--- src/rtl/phase_rx_ctrl.sv ---
// phase_rx_ctrl: NRZ-M phase receiver that hunts a sync word and writes fixed-length frames to RAM
module phase_rx_ctrl #(
  parameter int data_width = 8,
  parameter int frame_length = 150,
  parameter int addr_width = 8,
  parameter int ref_clk_freq = 128000000,
  parameter int baudrate = 9600,
  parameter logic [data_width-1:0] sync_word = 8'hEB
) (
  input  logic                  clk,
  input  logic                  rst,
  input  logic                  rx_en,
  input  logic                  phase_in,
  output logic                  ram_clk,
  output logic                  ram_en,
  output logic [0:0]            ram_we,
  output logic [addr_width-1:0] ram_addr,
  output logic [data_width-1:0] ram_wr_data,
  output logic                  ram_rst,
  output logic                  sync_lock,
  output logic                  frame_done
);
  localparam int CYCLE = ref_clk_freq / baudrate;
  localparam int HALF = CYCLE / 2;
  localparam int BW = $clog2(data_width + 1);
  typedef enum logic [1:0] {IDLE, HUNT, RECV} state_t;
  state_t state;
  logic ph_m, ph_s, ph_d, last_sample;
  logic [15:0] cycle_cnt;
  logic [BW-1:0] bit_cnt;
  logic [data_width-1:0] hunt, shreg, hunt_nx, shreg_nx;
  logic edge_det, sample, bit_dec, last_addr, last_bit;
  always_comb begin
    edge_det = ph_s ^ ph_d;
    sample = (state != IDLE) && (cycle_cnt == 16'(HALF));
    bit_dec = ph_s ^ last_sample;
    hunt_nx = {hunt[data_width-2:0], bit_dec};
    shreg_nx = {shreg[data_width-2:0], bit_dec};
    last_addr = ram_addr == addr_width'(frame_length - 1);
    last_bit = bit_cnt == BW'(data_width - 1);
  end
  assign ram_clk = clk;
  assign ram_rst = 1'b0;
  assign sync_lock = state == RECV;
  always_ff @(posedge clk) begin
    if (rst) begin
      state <= IDLE;
      {ph_m, ph_s, ph_d, last_sample} <= '0;
      cycle_cnt <= '0;
      bit_cnt <= '0;
      hunt <= '0;
      shreg <= '0;
      ram_en <= 1'b0;
      ram_we <= 1'b0;
      ram_addr <= '0;
      ram_wr_data <= '0;
      frame_done <= 1'b0;
    end else begin
      {ph_m, ph_s, ph_d} <= {phase_in, ph_m, ph_s};
      ram_en <= 1'b0;
      ram_we <= 1'b0;
      frame_done <= 1'b0;
      // any phase transition marks a symbol boundary and re-centres the sample point
      cycle_cnt <= (state == IDLE || edge_det || cycle_cnt == 16'(CYCLE)) ? '0 : cycle_cnt + 16'd1;
      if (sample) last_sample <= ph_s;
      if (!rx_en) begin
        state <= IDLE;
        bit_cnt <= '0;
        shreg <= '0;
        ram_addr <= '0;
      end else case (state)
        IDLE: begin
          state <= HUNT;
          last_sample <= ph_s;
          hunt <= '0;
          bit_cnt <= '0;
        end
        HUNT: if (sample) begin
          hunt <= hunt_nx;
          if (hunt_nx == sync_word) begin
            state <= RECV;
            bit_cnt <= '0;
          end
        end
        RECV: begin
          if (ram_we[0]) ram_addr <= last_addr ? '0 : ram_addr + 1'b1;
          if (ram_we[0] && last_addr) begin
            state <= HUNT;
            hunt <= '0;
          end
          if (sample) begin
            shreg <= shreg_nx;
            bit_cnt <= last_bit ? '0 : bit_cnt + 1'b1;
            if (last_bit) begin
              ram_en <= 1'b1;
              ram_we <= 1'b1;
              ram_wr_data <= shreg_nx;
              frame_done <= last_addr;
            end
          end
        end
        default: state <= IDLE;
      endcase
    end
  end
endmodule

--- config.mk ---
export PLATFORM = sky130hd
export DESIGN_NAME = phase_rx_ctrl
export DESIGN_NICKNAME = d
export VERILOG_FILES = /design/src/rtl/phase_rx_ctrl.sv
export SDC_FILE = /design/constraint.sdc
export NUM_CORES = 1
export LEC_CHECK = 0
export CAP_MARGIN = 10
export CORE_AREA = 4 4 81 83
export CTS_CLUSTER_SIZE = 25
export DETAILED_ROUTE_END_ITERATION = 16
export DIE_AREA = 0 0 85 87
export MAX_ROUTING_LAYER = met4
export PLACE_DENSITY = 0.72
export REMOVE_ABC_BUFFERS = 1
export SYNTH_ARGS = -nofsm -noshare
export SYNTH_HDL_FRONTEND = slang
export SYNTH_SLANG_ARGS = --single-unit
--- constraint.sdc ---
create_clock -name clk -period 2.25 [get_ports clk]
set_input_delay 0.225 -clock clk [delete_from_list [all_inputs] [get_ports clk]]
set_output_delay 0.225 -clock clk [all_outputs]
set_load 0.01 [all_outputs]
# Word-level counts from Yosys, hierarchy flattened
# Index checks and enable logic that the tools add are counted.
# totals
regBits,58
inputBits,4
output_inout_bits,22
wordCells,67
# op_classes
n_addsub,3
n_eq_ne,11
muxes,17
n_bitwise,6
reduce_logical,17
# op_table
operator,n
$pmux W7 S3,1
$add A16 B1 Y16 const B,1
$eq A16 B13 Y1 const B,1
$eq A16 B14 Y1 const B,1
$eq A8 B8 Y1 const B,2
$mux W4,4
$mux W7,2
$pmux W4 S3,1
$reduce_and A4 Y1,3
$add A8 B1 Y8 const B,1
$mux W8,1
$mux W2,3
$pmux W2 S3,1
$reduce_or A5 Y1,1
$add A4 B1 Y4 const B,1
$eq A4 B3 Y1 const B,1
$mux W1,4
$ne A2 B1 Y1 const B,2
$ne A2 B2 Y1 const B,2
$not A1 Y1,4
$reduce_and A2 Y1,2
$reduce_or A2 Y1,2
$reduce_or A4 Y1,1
$reduce_and A3 Y1,1
8 further kinds,11

# Longest topological paths before layout
# Gate-level depths: netlist of the first run.
# depth
ltp_word,5
depth_mapped,8
ltp_nobuf,7

==> metrics.log, run 1 <==
INFO  metric postCtsHoldBufs = 0
INFO  metric maxCapViolCount = 0
INFO  metric final_net_count = 331
INFO  metric max_freq = 482 MHz
INFO  metric routed_wire_length_per_instance = 12.3 microns
INFO  metric floorplan.die.height = 87 microns
INFO  metric critical_path.endpoint_type = flop
INFO  metric outcome = finished, final reports clean
INFO  metric dominantRegCellSynth = dfxtp_1
INFO  metric cellLeakagePower = 1.11 nW
INFO  metric synth.avg_cell_area = 9.00 sq um
INFO  metric rr_worst_depth = 5
INFO  metric drt_first_iter_violations = 91
INFO  metric route.final.wire_length = 4.92 mm
INFO  metric whs_path_depth = 2
INFO  metric power.density = 708 mW/mm^2
INFO  metric post_route_worst_setup_slack = 0.175 ns
INFO  metric antenna_found_initial = 0
INFO  metric core_region_area = 0.00585 sq mm
INFO  metric ys_warn_count = 0
INFO  metric max-vdd-ir-drop = 0.000488 V
INFO  metric initial_core_util = 44.3%
INFO  metric grt_max_degree = 20
INFO  metric postSynthRegisterBits = 58
INFO  metric cp-start-kind = flop
INFO  metric final_layout_size_suffix_gt1_share = 11.7%
INFO  metric numPlacedInstances = 382
INFO  metric timing.final.crit_share = 92.2%
INFO  metric route.vias.total = 2032
INFO  metric hold_path.class = primary input to flop
INFO  metric timing.critical_path.required = 2.59 ns
INFO  metric design.die.area = 0.00740 sq mm
INFO  metric synth_sequential_area_ratio = 44.8%
INFO  metric worst-setup-path-type = flop to flop
INFO  metric layout_common_cells = 58 x dfxtp_1, 48 x nor2_1, 24 x clkdlybuf4s50_1, 21 x nand3_1, 15 x mux2i_1
INFO  metric cts.clk_slew.worst_paths = 0.06 ns
INFO  metric gp_routability_congestion = 0.820
INFO  metric row_count = 28
INFO  metric cts_tree = done
INFO  metric dieWidth = 85 microns
INFO  metric synth.distinct_cells = 45
INFO  metric drt-vias-per-instance = 5.07
INFO  metric syn_inst = 288
INFO  metric detailedRoute.firstPassIterationCount = 4
INFO  metric placedInstanceArea = 0.00293 sq mm
INFO  metric io_count = 26
INFO  metric grt_util_all_layers = 15.3%
INFO  metric clock_insertion_delay_worst_skew = 0.45 ns
INFO  metric postCtsResizedCells = 0
INFO  metric grt_first_pass_wirelength = 8.56 mm
INFO  metric netlist_area = 0.00259 sq mm
INFO  metric post_layout_cell_count = 401
INFO  metric pre_cts_slack = 0.219 ns
INFO  metric final_hold_viol_count = 0
INFO  metric synth-edff-count = 0
INFO  metric ant_nets = 0
INFO  metric rsz0062_at_grt = false
INFO  metric most_common_library_cell_in_the_layout_ignoring_fill_and_taps = dfxtp_1
INFO  metric final_area = 0.00318 sq mm
INFO  metric postCtsSetupBuffers = 0
INFO  metric grt_remaining_overflow = 0
INFO  metric post-route-util = 54.3%
INFO  metric finalMaxSlewViolations = 0
INFO  metric io_buffers = 24
INFO  metric flow.area_growth_from_synthesis = 22.6%
INFO  metric async_flop_share = 0%
INFO  metric worst_clock_skew = 0.00815 ns
INFO  metric timing.final.setup_violations = 0
INFO  metric timing.final.crit_period = 2.07 ns
INFO  metric post-route-drc-count = 0
INFO  metric path_max_fanout = 5
INFO  metric n_antenna_cell = 0
INFO  metric via_count_of_the_first_global_routing_pass = 1869
INFO  metric hpwl = 3.45 mm
INFO  metric arrival = 2.41 ns
through the flow:
step	hold slack, ns	power (W)	setup TNS (ns)
after floorplan	0.225	0.00109	-3.48
after global placement	0.421	0.00116	0
after detailed placement	0.425	0.00116	0
after CTS	0.336	0.00228	0
after global routing	0.338	0.00236	0
final	0.350	0.00225	0
layout make-up:
type | instances | area [sq um]
multi-input combinational | 205 | 1330
sequential | 58 | 1160
clock buffer | 15 | 203
timing repair buffer | 32 | 298
inverter | 11 | 41.3
tap | 75 | 93.8
clock inverter | 5 | 52.6
fill | 524 | 2670
metal layers:
layer / routed length, microns / up-vias / global-route usage [%]
met1: 2430 / 945 / 18.9
li1: - / 1045 / -
met2: 2240 / 38 / 21.0
met3: 202 / 4 / 6.34
met4: 44 / 0 / 8.35
met5: 0 / - / -
critical path, stage by stage (launching register included):
cell	delay, ns
dfxtp_1	0.36
nor4_2	0.39
nand3_1	0.22
or4_4	0.57
and2_4	0.19
a32o_1	0.24
power by group:
| part | leakage, nW | internal (W) | switching (W) | total [W] |
|---|---|---|---|---|
| registers | 0.468 | 0.00103 | 0.00000419 | 0.00104 |
| logic | 0.514 | 0.0000245 | 0.0000333 | 0.0000578 |
| clock network | 0.131 | 0.000709 | 0.000447 | 0.00116 |
registers in the layout, summed over array words and instances (netlist names):
register and flops:
ph_d 1, ram_addr 8, ph_s 1, ram_wr_data 8, last_sample 1, hunt 7, bit_cnt 4, frame_done 1
ph_m 1, shreg 7, cycle_cnt 16, ram_we 1, state 2
synthesized netlist by cell type (5+ instances only):
| cell | count | area [sq um] |
|---|---|---|
| a21oi_1 | 10 | 50.1 |
| clkbuf_1 | 8 | 30.0 |
| dfxtp_1 | 58 | 1160 |
| ha_1 | 6 | 75.1 |
| inv_1 | 11 | 41.3 |
| mux2i_1 | 15 | 150 |
| nand2_1 | 13 | 48.8 |
| nand2b_1 | 11 | 68.8 |
| nand3_1 | 21 | 105 |
| nand4_1 | 7 | 43.8 |
| nor2_1 | 48 | 180 |
| nor2b_1 | 8 | 50.1 |
| nor3_1 | 5 | 25.0 |
| xnor2_1 | 10 | 87.6 |
| xor2_1 | 13 | 114 |
worst paths after layout:
kind / start / end / slack [ns]
worst min register to register: ph_m / ph_s / 0.44
worst max-delay path: cycle_cnt[7] / bit_cnt[3] / 0.18
worst max register to register: cycle_cnt[7] / bit_cnt[3] / 0.18
worst min-delay path: phase_in / ph_m / 0.35
kinds of logic after synthesis:
family	synth area share [%]
xor+xnor	7.77
mux	5.79
other cells	0.145
compound gates	6.47
flops	44.8
fa+ha+maj	2.90
buf+inv	4.20
simple gates	27.9
Power figures use the tool's default switching activity.
==> inputs of run 2 (changes only) <==
- CORE_AREA: 4 4 81 83 -> 2 2 79 81
- DIE_AREA: 0 0 85 87 -> 0 0 81 83
==> metrics.log, run 2 (synthesis gave the netlist of run 1 again) <==
INFO  metric gp_routability_congestion = 0.889
INFO  metric flow.area_growth_from_synthesis = 23.9%
INFO  metric slew_at_the_pin_with_the_worst_max_slew_slack = 0.536 ns
INFO  metric slew_headroom = 64.2%
INFO  metric timing.critical_path.required = 2.64 ns
INFO  metric cellLeakagePower = 1.13 nW
INFO  metric hpwl = 3.64 mm
INFO  metric timing.final.crit_period = 2.11 ns
INFO  metric postCtsHoldBufs = 0
INFO  metric arrival = 2.50 ns
INFO  metric placedInstanceArea = 0.00294 sq mm
INFO  metric dieWidth = 81 microns
INFO  metric grt_max_degree = 17
INFO  metric grtUsageMet3 = 4.89%
INFO  metric max_freq = 473 MHz
INFO  metric grt_first_pass_wirelength = 9.29 mm
INFO  metric routed_wire_length_per_instance = 12.8 microns
INFO  metric antenna_found_initial = 0
INFO  metric hold_path.class = primary input to flop
INFO  metric busiest_layer = met2
INFO  metric drt_first_iter_violations = 100
INFO  metric cp_slowest_cell = nor4_2
INFO  metric cp-start-kind = flop
INFO  metric max-vdd-ir-drop = 0.000398 V
INFO  metric rsz0062_at_grt = false
INFO  metric path_max_fanout = 7
INFO  metric timing.final.crit_share = 93.9%
INFO  metric nFillCells = 567
INFO  metric io_buffers = 24
INFO  metric route.final.wire_length = 5.16 mm
INFO  metric detailedRoute.firstPassIterationCount = 4
INFO  metric final_layout_size_suffix_gt1_share = 11.6%
INFO  metric floorplan.die.height = 83 microns
INFO  metric largest_registers = cycle_cnt: 16 flops, ram_addr: 8 flops, ram_wr_data: 8 flops
INFO  metric cts_tree = done
INFO  metric ant_nets = 0
INFO  metric critical-path-max-stage-delay = 0.37 ns
INFO  metric most_common_library_cell_in_the_layout_ignoring_fill_and_taps = dfxtp_1
INFO  metric row_count = 28
INFO  metric post_layout_cell_count = 402
INFO  metric initial_core_util = 44.6%
INFO  metric grt_remaining_overflow = 0
INFO  metric clock_insertion_delay_worst_skew = 0.45 ns
INFO  metric p_total = 0.00238 W
INFO  metric final_net_count = 332
INFO  metric cts.clk_slew.worst_paths = 0.07 ns
INFO  metric postCtsResizedCells = 0
INFO  metric final_area = 0.00321 sq mm
INFO  metric core_region_area = 0.00582 sq mm
INFO  metric finalMaxSlewViolations = 0
INFO  metric largest_register_ffs = 16
INFO  metric via_count_of_the_first_global_routing_pass = 2061
INFO  metric grt_util_all_layers = 18.3%
INFO  metric worst-setup-path-type = flop to flop
INFO  metric numPlacedInstances = 383
INFO  metric setup_tns = 0 ns
INFO  metric worstPathCellList = nor4_2, nand4_1, nor3_4, buf_4, nor4b_1, a31o_2
INFO  metric design.die.area = 0.00672 sq mm
INFO  metric maxCapViolCount = 0
INFO  metric route.vias.total = 2054
INFO  metric layout_common_cells = 58 x dfxtp_1, 48 x nor2_1, 24 x clkdlybuf4s50_1, 21 x nand3_1, 15 x mux2i_1
INFO  metric timing.final.setup_violations = 0
INFO  metric outcome = finished, final reports clean
INFO  metric worst_clock_skew = 0.0112 ns
INFO  metric postCtsSetupBuffers = 0
INFO  metric critical_path.endpoint_type = flop
INFO  metric io_count = 26
INFO  metric post-route-drc-count = 0
INFO  metric drt-vias-per-instance = 5.11
INFO  metric final_hold_viol_count = 0
INFO  metric groute.layer.met2.usage = 27.4%
INFO  metric power.density = 741 mW/mm^2
INFO  metric registers.top_by_ff_count = cycle_cnt
INFO  metric n_antenna_cell = 0
INFO  metric met1_usage = 21.9%
==> run 2: cell types whose count changed in the layout (fill, tap and decap cells not counted), sizes merged <==
| cell | delta |
|---|---|
| buf | +1 |
| bufinv | +1 |
| clkbuf | +1 |
| clkinv | -1 |
| clkinvlp | -1 |
==> run 2: metal layers <==
layer	vias up	part of all wire (%)
met5	-	0
met4	0	2.7
met3	12	3.3
met2	34	48
met1	961	46
li1	1047	-
==> run 2: metrics by stage <==
step	hold slack, ns	util (%)	worst slack [ns]
floorplan	0.225	-	-0.380
global placement	0.428	50.5	0.250
finish	0.347	55.2	0.136
detailed placement	0.449	50.5	0.204
CTS	0.345	55.2	0.126
global route	0.337	55.2	0.0123
==> run 2: worst paths after layout <==
check	start	endpoint	slack (ns)	cells past startpoint
max	cycle_cnt[7]	bit_cnt[0]	0.14	6
min	phase_in	ph_m	0.35	2
max reg2reg	cycle_cnt[7]	bit_cnt[0]	0.14	6
min reg2reg	ph_m	ph_s	0.46	1
==> run 2: area by class of cell <==
cell class	count	area, sq um	area share [%]
Multi-Input combinational cell	205	1330	41.4
Sequential cell	58	1160	36.2
Timing Repair Buffer	33	305	9.51
Clock buffer	16	206	6.43
Tap cell	75	93.8	2.92
Clock inverter	4	73.8	2.30
Inverter	11	41.3	1.29
==> run 2: power by group <==
group / internal (W) / switching [W] / total, W
clock: 0.000827 / 0.000452 / 0.00128
combinational: 0.0000268 / 0.0000350 / 0.0000618
sequential: 0.00103 / 0.00000443 / 0.00104
total: 0.00189 / 0.000492 / 0.00238
==> run 2: worst max-delay path: cells and delay by family (launching register included) <==
family	cells	cell delay, ns
AND/OR/NAND/NOR	4	1.31
flip-flops	1	0.36
buffers and inverters	1	0.20
AO/OA/AOI/OAI	1	0.18
==> inputs of run 3 (changes only) <==
- SLEW_MARGIN: default -> 30
==> results of run 3 <==
Same layout as run 2: the final DEF is identical, and so are final timing and power.
